`config.mk`:
```
export PLATFORM = sky130hd
export DESIGN_NAME = frog_input_ctrl_flat
export DESIGN_NICKNAME = d
export VERILOG_FILES = /design/src/rtl/frog_pkg.sv /design/src/rtl/frog_move_if.sv /design/src/rtl/frog_input_ctrl_button_debounce.sv /design/src/rtl/frog_input_ctrl.sv /design/src/flat_wrapper.sv
export SDC_FILE = /design/constraint.sdc
export NUM_CORES = 1
export LEC_CHECK = 0
export CORE_MARGIN = 2
export CORE_UTILIZATION = 53
export CTS_CLUSTER_SIZE = 24
export DETAILED_ROUTE_END_ITERATION = 7
export PLACE_DENSITY = 0.86
export SLEW_MARGIN = 10
export SYNTH_ARGS = -nofsm -noshare
export SYNTH_HDL_FRONTEND = slang
export SYNTH_SLANG_ARGS = --single-unit
```
`constraint.sdc`:
```
create_clock -name clk -period 1.6 [get_ports clk]
set_input_delay 0.32 -clock clk [delete_from_list [all_inputs] [get_ports clk]]
set_output_delay 0.32 -clock clk [all_outputs]
set_load 0.03 [all_outputs]
```
`src/rtl/frog_pkg.sv`:
```
// Shared constants for the frogger button front-end: directions, button indices,
// repeat FSM encoding and the fixed-priority pick used for arbitration.
package frog_pkg;

    localparam int unsigned NUM_BTN   = 4;
    localparam int unsigned BTN_UP    = 0;
    localparam int unsigned BTN_DOWN  = 1;
    localparam int unsigned BTN_LEFT  = 2;
    localparam int unsigned BTN_RIGHT = 3;

    typedef logic [1:0] dir_t;

    localparam dir_t DIR_UP    = 2'd0;
    localparam dir_t DIR_DOWN  = 2'd1;
    localparam dir_t DIR_LEFT  = 2'd2;
    localparam dir_t DIR_RIGHT = 2'd3;

    typedef enum logic [1:0] {
        RS_IDLE   = 2'd0,
        RS_DELAY  = 2'd1,
        RS_REPEAT = 2'd2
    } rep_state_e;

    // Lowest set index wins (up > down > left > right); DIR_UP when empty.
    function automatic dir_t prio_dir(input logic [NUM_BTN-1:0] req);
        dir_t d;
        d = DIR_UP;
        for (int i = NUM_BTN - 1; i >= 0; i--) begin
            if (req[i]) d = dir_t'(i);
        end
        return d;
    endfunction

endpackage

```
`src/rtl/frog_move_if.sv`:
```
// Move-request handshake from the button front-end to the frogger core.
interface frog_move_if;
    import frog_pkg::*;

    logic move_valid;
    dir_t move_dir;
    logic move_ready;

    modport master (output move_valid, output move_dir, input move_ready);
    modport slave  (input move_valid, input move_dir, output move_ready);
endinterface

```
`src/rtl/frog_input_ctrl_button_debounce.sv`:
```
// One button: 2-flop synchronizer, debounce counter, stable active-high level
// and a one-cycle press pulse registered alongside the level rise.
module button_debounce #(
    parameter int unsigned DEBOUNCE_CYCLES = 16
) (
    input  logic clk,
    input  logic reset,
    input  logic btn_n_i,
    output logic level_o,
    output logic press_o
);
    localparam int unsigned CW = $clog2(DEBOUNCE_CYCLES + 1);

    logic          s1_q, s2_q;
    logic [CW-1:0] cnt_q, cnt_d;
    logic          level_q, level_d;
    logic          press_q, press_d;
    logic          sync_pressed;

    assign sync_pressed = ~s2_q;

    always_comb begin
        cnt_d   = '0;
        level_d = level_q;
        press_d = 1'b0;
        if (sync_pressed != level_q) begin
            if (cnt_q == CW'(DEBOUNCE_CYCLES - 1)) begin
                level_d = ~level_q;
                press_d = ~level_q;
            end else begin
                cnt_d = cnt_q + CW'(1);
            end
        end
    end

    always_ff @(posedge clk or negedge reset) begin
        if (!reset) begin
            s1_q    <= 1'b1;
            s2_q    <= 1'b1;
            cnt_q   <= '0;
            level_q <= 1'b0;
            press_q <= 1'b0;
        end else begin
            s1_q    <= btn_n_i;
            s2_q    <= s1_q;
            cnt_q   <= cnt_d;
            level_q <= level_d;
            press_q <= press_d;
        end
    end

    assign level_o = level_q;
    assign press_o = press_q;
endmodule

```
`src/rtl/frog_input_ctrl.sv`:
```
// Button front-end top: per-button debounce, pending request bits, fixed-priority
// output register on a valid/ready handshake, and the held-button auto-repeat FSM.
module frog_input_ctrl
    import frog_pkg::*;
#(
    parameter int unsigned DEBOUNCE_CYCLES = 16,
    parameter int unsigned REPEAT_EN       = 1,
    parameter int unsigned REPEAT_DELAY    = 64,
    parameter int unsigned REPEAT_PERIOD   = 32
) (
    input  logic               clk,
    input  logic               reset,
    input  logic               up,
    input  logic               down,
    input  logic               left,
    input  logic               right,
    output logic [NUM_BTN-1:0] pressed,
    frog_move_if.master        mv
);
    localparam int unsigned RMAX = (REPEAT_DELAY > REPEAT_PERIOD) ? REPEAT_DELAY : REPEAT_PERIOD;
    localparam int unsigned RW   = $clog2(RMAX + 1);

    logic [NUM_BTN-1:0] btn_n, level, press;

    assign btn_n = {right, left, down, up};

    for (genvar g = 0; g < NUM_BTN; g++) begin : g_btn
        button_debounce #(.DEBOUNCE_CYCLES(DEBOUNCE_CYCLES)) u_db (
            .clk     (clk),
            .reset   (reset),
            .btn_n_i (btn_n[g]),
            .level_o (level[g]),
            .press_o (press[g])
        );
    end

    assign pressed = level;

    rep_state_e         state_q, state_d;
    logic [RW-1:0]      rcnt_q, rcnt_d;
    dir_t               held_q, held_c;
    logic               held_vld_q, any_c;
    logic [NUM_BTN-1:0] rep_set_c;

    assign held_c = prio_dir(level);
    assign any_c  = |level;

    // A fresh press of the held button restarts the delay; any change of held drops to idle.
    always_comb begin
        state_d   = state_q;
        rcnt_d    = rcnt_q;
        rep_set_c = '0;
        if (REPEAT_EN == 0) begin
            state_d = RS_IDLE;
            rcnt_d  = '0;
        end else if (any_c && press[held_c]) begin
            state_d = RS_DELAY;
            rcnt_d  = '0;
        end else if (!any_c || !held_vld_q || (held_c != held_q)) begin
            state_d = RS_IDLE;
            rcnt_d  = '0;
        end else begin
            case (state_q)
                RS_DELAY: begin
                    if (rcnt_q == RW'(REPEAT_DELAY - 1)) begin
                        rep_set_c[held_c] = 1'b1;
                        state_d           = RS_REPEAT;
                        rcnt_d            = '0;
                    end else begin
                        rcnt_d = rcnt_q + RW'(1);
                    end
                end
                RS_REPEAT: begin
                    if (rcnt_q == RW'(REPEAT_PERIOD - 1)) begin
                        rep_set_c[held_c] = 1'b1;
                        rcnt_d            = '0;
                    end else begin
                        rcnt_d = rcnt_q + RW'(1);
                    end
                end
                default: begin
                    state_d = RS_IDLE;
                    rcnt_d  = '0;
                end
            endcase
        end
    end

    logic [NUM_BTN-1:0] pending_q, pending_d;
    logic               valid_q, valid_d;
    dir_t               dir_q, dir_d, sel_c;
    logic               load_c;

    assign sel_c  = prio_dir(pending_q);
    assign load_c = (!valid_q || mv.move_ready) && (|pending_q);

    // New sets are OR-ed in after the clear so a same-edge set keeps the bit pending.
    always_comb begin
        pending_d = pending_q;
        valid_d   = valid_q;
        dir_d     = dir_q;
        if (load_c) begin
            valid_d          = 1'b1;
            dir_d            = sel_c;
            pending_d[sel_c] = 1'b0;
        end else if (mv.move_ready) begin
            valid_d = 1'b0;
        end
        pending_d = pending_d | press | rep_set_c;
    end

    always_ff @(posedge clk or negedge reset) begin
        if (!reset) begin
            state_q    <= RS_IDLE;
            rcnt_q     <= '0;
            held_q     <= DIR_UP;
            held_vld_q <= 1'b0;
            pending_q  <= '0;
            valid_q    <= 1'b0;
            dir_q      <= DIR_UP;
        end else begin
            state_q    <= state_d;
            rcnt_q     <= rcnt_d;
            held_q     <= held_c;
            held_vld_q <= any_c;
            pending_q  <= pending_d;
            valid_q    <= valid_d;
            dir_q      <= dir_d;
        end
    end

    assign mv.move_valid = valid_q;
    assign mv.move_dir   = dir_q;
endmodule
```
`src/flat_wrapper.sv`:
```
// flat-port wrapper written by rule: the top's interface ports become plain ports
module frog_input_ctrl_flat import frog_pkg::*;
#(
    parameter int unsigned DEBOUNCE_CYCLES = 16,
    parameter int unsigned REPEAT_EN       = 1,
    parameter int unsigned REPEAT_DELAY    = 64,
    parameter int unsigned REPEAT_PERIOD   = 32
)
  (clk, reset, up, down, left, right, pressed, mv_move_valid, mv_move_dir, mv_move_ready);
  frog_move_if mv_i ();
  input  logic clk;
  input  logic reset;
  input  logic up;
  input  logic down;
  input  logic left;
  input  logic right;
  output logic [NUM_BTN-1:0] pressed;
  output wire logic [$bits(mv_i.move_valid)-1:0] mv_move_valid;
  output wire logic [$bits(mv_i.move_dir)-1:0] mv_move_dir;
  input wire logic [$bits(mv_i.move_ready)-1:0] mv_move_ready;
  assign mv_move_valid = mv_i.move_valid;
  assign mv_move_dir = mv_i.move_dir;
  assign mv_i.move_ready = mv_move_ready;
  frog_input_ctrl #(.DEBOUNCE_CYCLES(DEBOUNCE_CYCLES), .REPEAT_EN(REPEAT_EN), .REPEAT_DELAY(REPEAT_DELAY), .REPEAT_PERIOD(REPEAT_PERIOD)) u_core (.clk(clk), .reset(reset), .up(up), .down(down), .left(left), .right(right), .pressed(pressed), .mv(mv_i));
endmodule
```
==> flow_metrics.py <==
metrics = {
    "worst_setup_path": {
        "reg2regPathDepth": 5,
        "critPathLaunch": "u_core.rcnt_q[0]$_DFF_PN0_",
        "crit_path_end": "u_core.rcnt_q[4]$_DFF_PN0_",
        "reg2reg_setup_slack_ps": 10,
        "worstSetupEndpointType": "flip-flop",
        "required_ps": 1780,
        "start_kind": "flip-flop",
        "r2r_start": "u_core.rcnt_q[0]$_DFF_PN0_",
        "cp.arrival_ps": 1770,
        "worstPathMaxFanout": 5,
        "worstSetupPathType": "flip-flop to flip-flop",
        "regToRegEndpoint": "u_core.rcnt_q[4]$_DFF_PN0_",
    },
    "route": {
        "drt_iter0_drc": 118,
        "routedWlPerCell_um": 14.24,
        "wl_mm": 4.285,
        "drtPass1Iterations": 4,
        "drc_errors": 0,
        "viasPerCell": 5.535,
        "via_count": 1666,
        "final_antenna_net_count": 0,
    },
    "synthesis": {
        "synth_seq_cells": 55,
        "syn_inst": 216,
        "ys_seq_area_share_pct": 57.35,
        "synth.avg_cell_area_sq_um": 11.19,
        "syn-num-nets": 230,
        "netlist_area_sq_mm": 0.002417,
        "yosysWarnings": 0,
        "synth_cell_type_count": 42,
    },
    "cells_and_area": {
        "final_util_pct": 65.87,
        "antenna_cells": 0,
        "final_area_sq_mm": 0.002888,
        "area_growth_pct": 19.46,
        "drive_gt1_share_pct": 25.70,
        "final_nets": 262,
    },
    "sta": {
        "finalSetupViolations": 0,
        "finalCriticalPeriod_ps": 1590,
        "worst_pin_slew_ps": 395.1,
        "fin_crit_sh_pct": 99.37,
        "fmax_mhz": 628.9,
        "clock_skew_ps": 4.273,
        "slew_violations": 0,
        "rsz0062_at_grt": "yes",
        "hold_viol": 0,
        "slew_headroom_pct": 73.38,
    },
    "floorplan": {
        "die_y_um": 71.54,
        "initial_core_util_pct": 55.14,
        "fp-row-count": 24,
        "num_io_pins": 14,
        "dieArea_sq_mm": 0.005117,
        "core_sq_mm": 0.004384,
        "fp.dieW_um": 71.54,
    },
    "hold_path": {
        "holdPathStages": 0,
        "holdCritPathClass": "flip-flop to flip-flop",
    },
    "global_route": {
        "grt_max_degree": 56,
        "antenna_found_initial": 0,
        "first_global_vias": 1588,
        "gr-total-overflow": 0,
        "grtUsageTotal_pct": 17.66,
        "grt_pass1_wl_mm": 6.962,
    },
    "cts": {
        "clk_latency_ps": 310,
        "htreeDepth": 2,
        "clockRootBuffer": "clkbuf_8",
        "cts.sinks": 55,
        "clk_pin_slew_ps": 90,
        "numCtsBuffers": 5,
        "cts_max_path_buffers": 2,
        "cts_tree": "yes",
    },
    "power_and_ir_drop": {
        "power_density_mw_per_mm2": 850.2,
        "vdd_drop_max_mv": 0.4925,
        "power.leakage_nw": 1.333,
    },
    "place": {
        "place_area_sq_mm": 0.002661,
        "hpwl_mm": 2.894,
        "gp_congestion": 0.8138,
        "numPortBuffers": 13,
    },
    "outcome": {
        "outcome": "finished, final reports clean",
    },
    "job": {
        "max-cap-violations": 0,
    },
}
through the flow:
stage / TNS [ps] / power (mW) / cells / setup WS (ps) / hold slack (ps)
3_5_place_dp: -191.2 / 1.664 / 287 / -64.40 / 338.0
5_1_grt: -452.6 / 2.570 / 301 / -66.08 / 366.0
2_1_floorplan: 0 / 1.579 / 216 / 16.44 / 24.41
4_1_cts: -21.95 / 2.486 / 297 / -12.96 / 361.0
6_report: 0 / 2.455 / 301 / 10.00 / 360.6
3_3_place_gp: 0 / 1.656 / 287 / 9.773 / 330.5
cell type report:
class,count,area (sq um)
sequential,55,1390
multi-input combinational,143,1005
inverter,9,33.78
clock inverter,1,7.507
clock buffer,7,96.34
timing repair buffer,34,290.3
tap,52,65.06
fill,324,1496
sequential cells by signal (all words and copies together), names as in the netlist:
| name | count |
|---|---|
| u_core.g_btn.u_db.level_o | 4 |
| u_core.g_btn.u_db.press_o | 4 |
| u_core.g_btn.u_db.s1_q | 4 |
| u_core.mv.move_valid | 1 |
| u_core.g_btn.u_db.cnt_q | 20 |
| u_core.pending_q | 4 |
| u_core.state_q | 2 |
| u_core.held_q | 2 |
| u_core.rcnt_q | 7 |
| u_core.g_btn.u_db.s2_q | 4 |
| u_core.held_vld_q | 1 |
| u_core.mv.move_dir | 2 |
critical path, cell delays in order (launching register included):
cell and delay [ps]:
dfrtp_1 370, ha_1 180, nand4_1 200, o31a_1 350, o21ai_1 260, nor4_1 100
layer usage:
layer,wire length [um],vias to the layer above,track usage [%]
met3,156,8,4.079
met1,1902,820,23.81
li1,-,809,-
met2,2140,29,27.26
met5,0,-,0
met4,86,0,8.386
what timing repair did:
item | CTS | global route
gates resized for setup | 10 | 17
pin swaps | 2 | 2
endpoints found under the setup margin | 11 | 13
setup buffers | 1 | 4
hold buffers | 1 | 0
hold endpoints to repair | 36 | 0
power breakdown:
| group | internal [mW] | switching, mW | total, mW |
|---|---|---|---|
| registers | 1.44 | 0.0312 | 1.47 |
| clock network | 0.394 | 0.433 | 0.827 |
| logic | 0.0662 | 0.0867 | 0.153 |
kinds of logic after synthesis:
logic type,count (synthesis),share of synthesized area (%)
DFF,55,57.35
AOI/OAI and AO/OA,33,9.472
buffers and inverters,18,4.141
and+or+nand+nor,84,18.43
xor gates and xnor gates,17,6.160
adders and majority gates,7,3.623
muxes,2,0.8282
synthesized netlist by cell type:
library cell | count | area, sq um
dfrtp_1 | 47 | 1176
nor2_1 | 20 | 75.07
nand3_1 | 12 | 60.06
o21ai_0 | 11 | 55.05
inv_1 | 9 | 33.78
xor2_1 | 9 | 78.83
dfstp_2 | 8 | 210.2
nand2_1 | 8 | 30.03
nor3_1 | 8 | 40.04
nor4_1 | 8 | 50.05
xnor2_1 | 8 | 70.07
and3_1 | 7 | 43.79
ha_1 | 7 | 87.58
a21oi_1 | 5 | 25.02
and2_1 | 4 | 25.02
buf_4 | 4 | 30.03
nand2b_1 | 4 | 25.02
o31ai_1 | 4 | 30.03
or2_2 | 3 | 18.77
buf_2 | 2 | 10.01
buf_6 | 2 | 22.52
mux2i_1 | 2 | 20.02
nor2b_1 | 2 | 12.51
o211ai_1 | 2 | 15.01
o22a_1 | 2 | 17.52
o22ai_1 | 2 | 12.51
a21oi_4 | 1 | 16.27
a2bb2oi_2 | 1 | 15.01
a31o_2 | 1 | 8.760
clkbuf_1 | 1 | 3.750
nand3_2 | 1 | 10.01
nand3b_1 | 1 | 7.510
nand4_1 | 1 | 6.260
nand4b_1 | 1 | 8.760
nor2_2 | 1 | 6.260
nor3b_1 | 1 | 7.510
o2111ai_1 | 1 | 8.760
o21bai_1 | 1 | 7.510
o31a_1 | 1 | 8.760
o41ai_1 | 1 | 8.760
or3_4 | 1 | 11.26
or4_1 | 1 | 7.510
placed cells by master (no fill, tap or decap), types with 4 or more instances in the layout:
master / synthesis / routed
nor3_1: 8 / 4
dlygate4sd2_1: 0 / 5
nand3_1: 12 / 12
xnor2_1: 8 / 8
dfrtp_1: 47 / 44
and3_1: 7 / 7
nor2_1: 20 / 19
o21ai_0: 11 / 8
clkbuf_8: 0 / 7
and2_1: 4 / 4
a21oi_1: 5 / 5
clkdlybuf4s50_1: 0 / 5
ha_1: 7 / 6
nand2_1: 8 / 8
dfstp_2: 8 / 8
xor2_1: 9 / 9
buf_4: 4 / 20
nor4_1: 8 / 6
inv_1: 9 / 9
nand2b_1: 4 / 4
worst min-delay path by stage:
stage | startpoint | slack [ps] | to
after global placement | reset | 330 | u_core.g_btn[2].u_db.cnt_q[1]$_DFF_PN0_
after CTS | u_core.g_btn[0].u_db.s1_q$_DFF_PN1_ | 360 | u_core.g_btn[0].u_db.s2_q$_DFF_PN1_
after floorplan | reset | 20 | u_core.g_btn[0].u_db.cnt_q[0]$_DFF_PN0_
final | u_core.g_btn[0].u_db.s1_q$_DFF_PN1_ | 360 | u_core.g_btn[0].u_db.s2_q$_DFF_PN1_
after global routing | u_core.g_btn[2].u_db.s1_q$_DFF_PN1_ | 370 | u_core.g_btn[2].u_db.s2_q$_DFF_PN1_
after detailed placement | reset | 340 | u_core.g_btn[2].u_db.cnt_q[3]$_DFF_PN0_
Note: power is estimated with default switching activity, not from simulation.
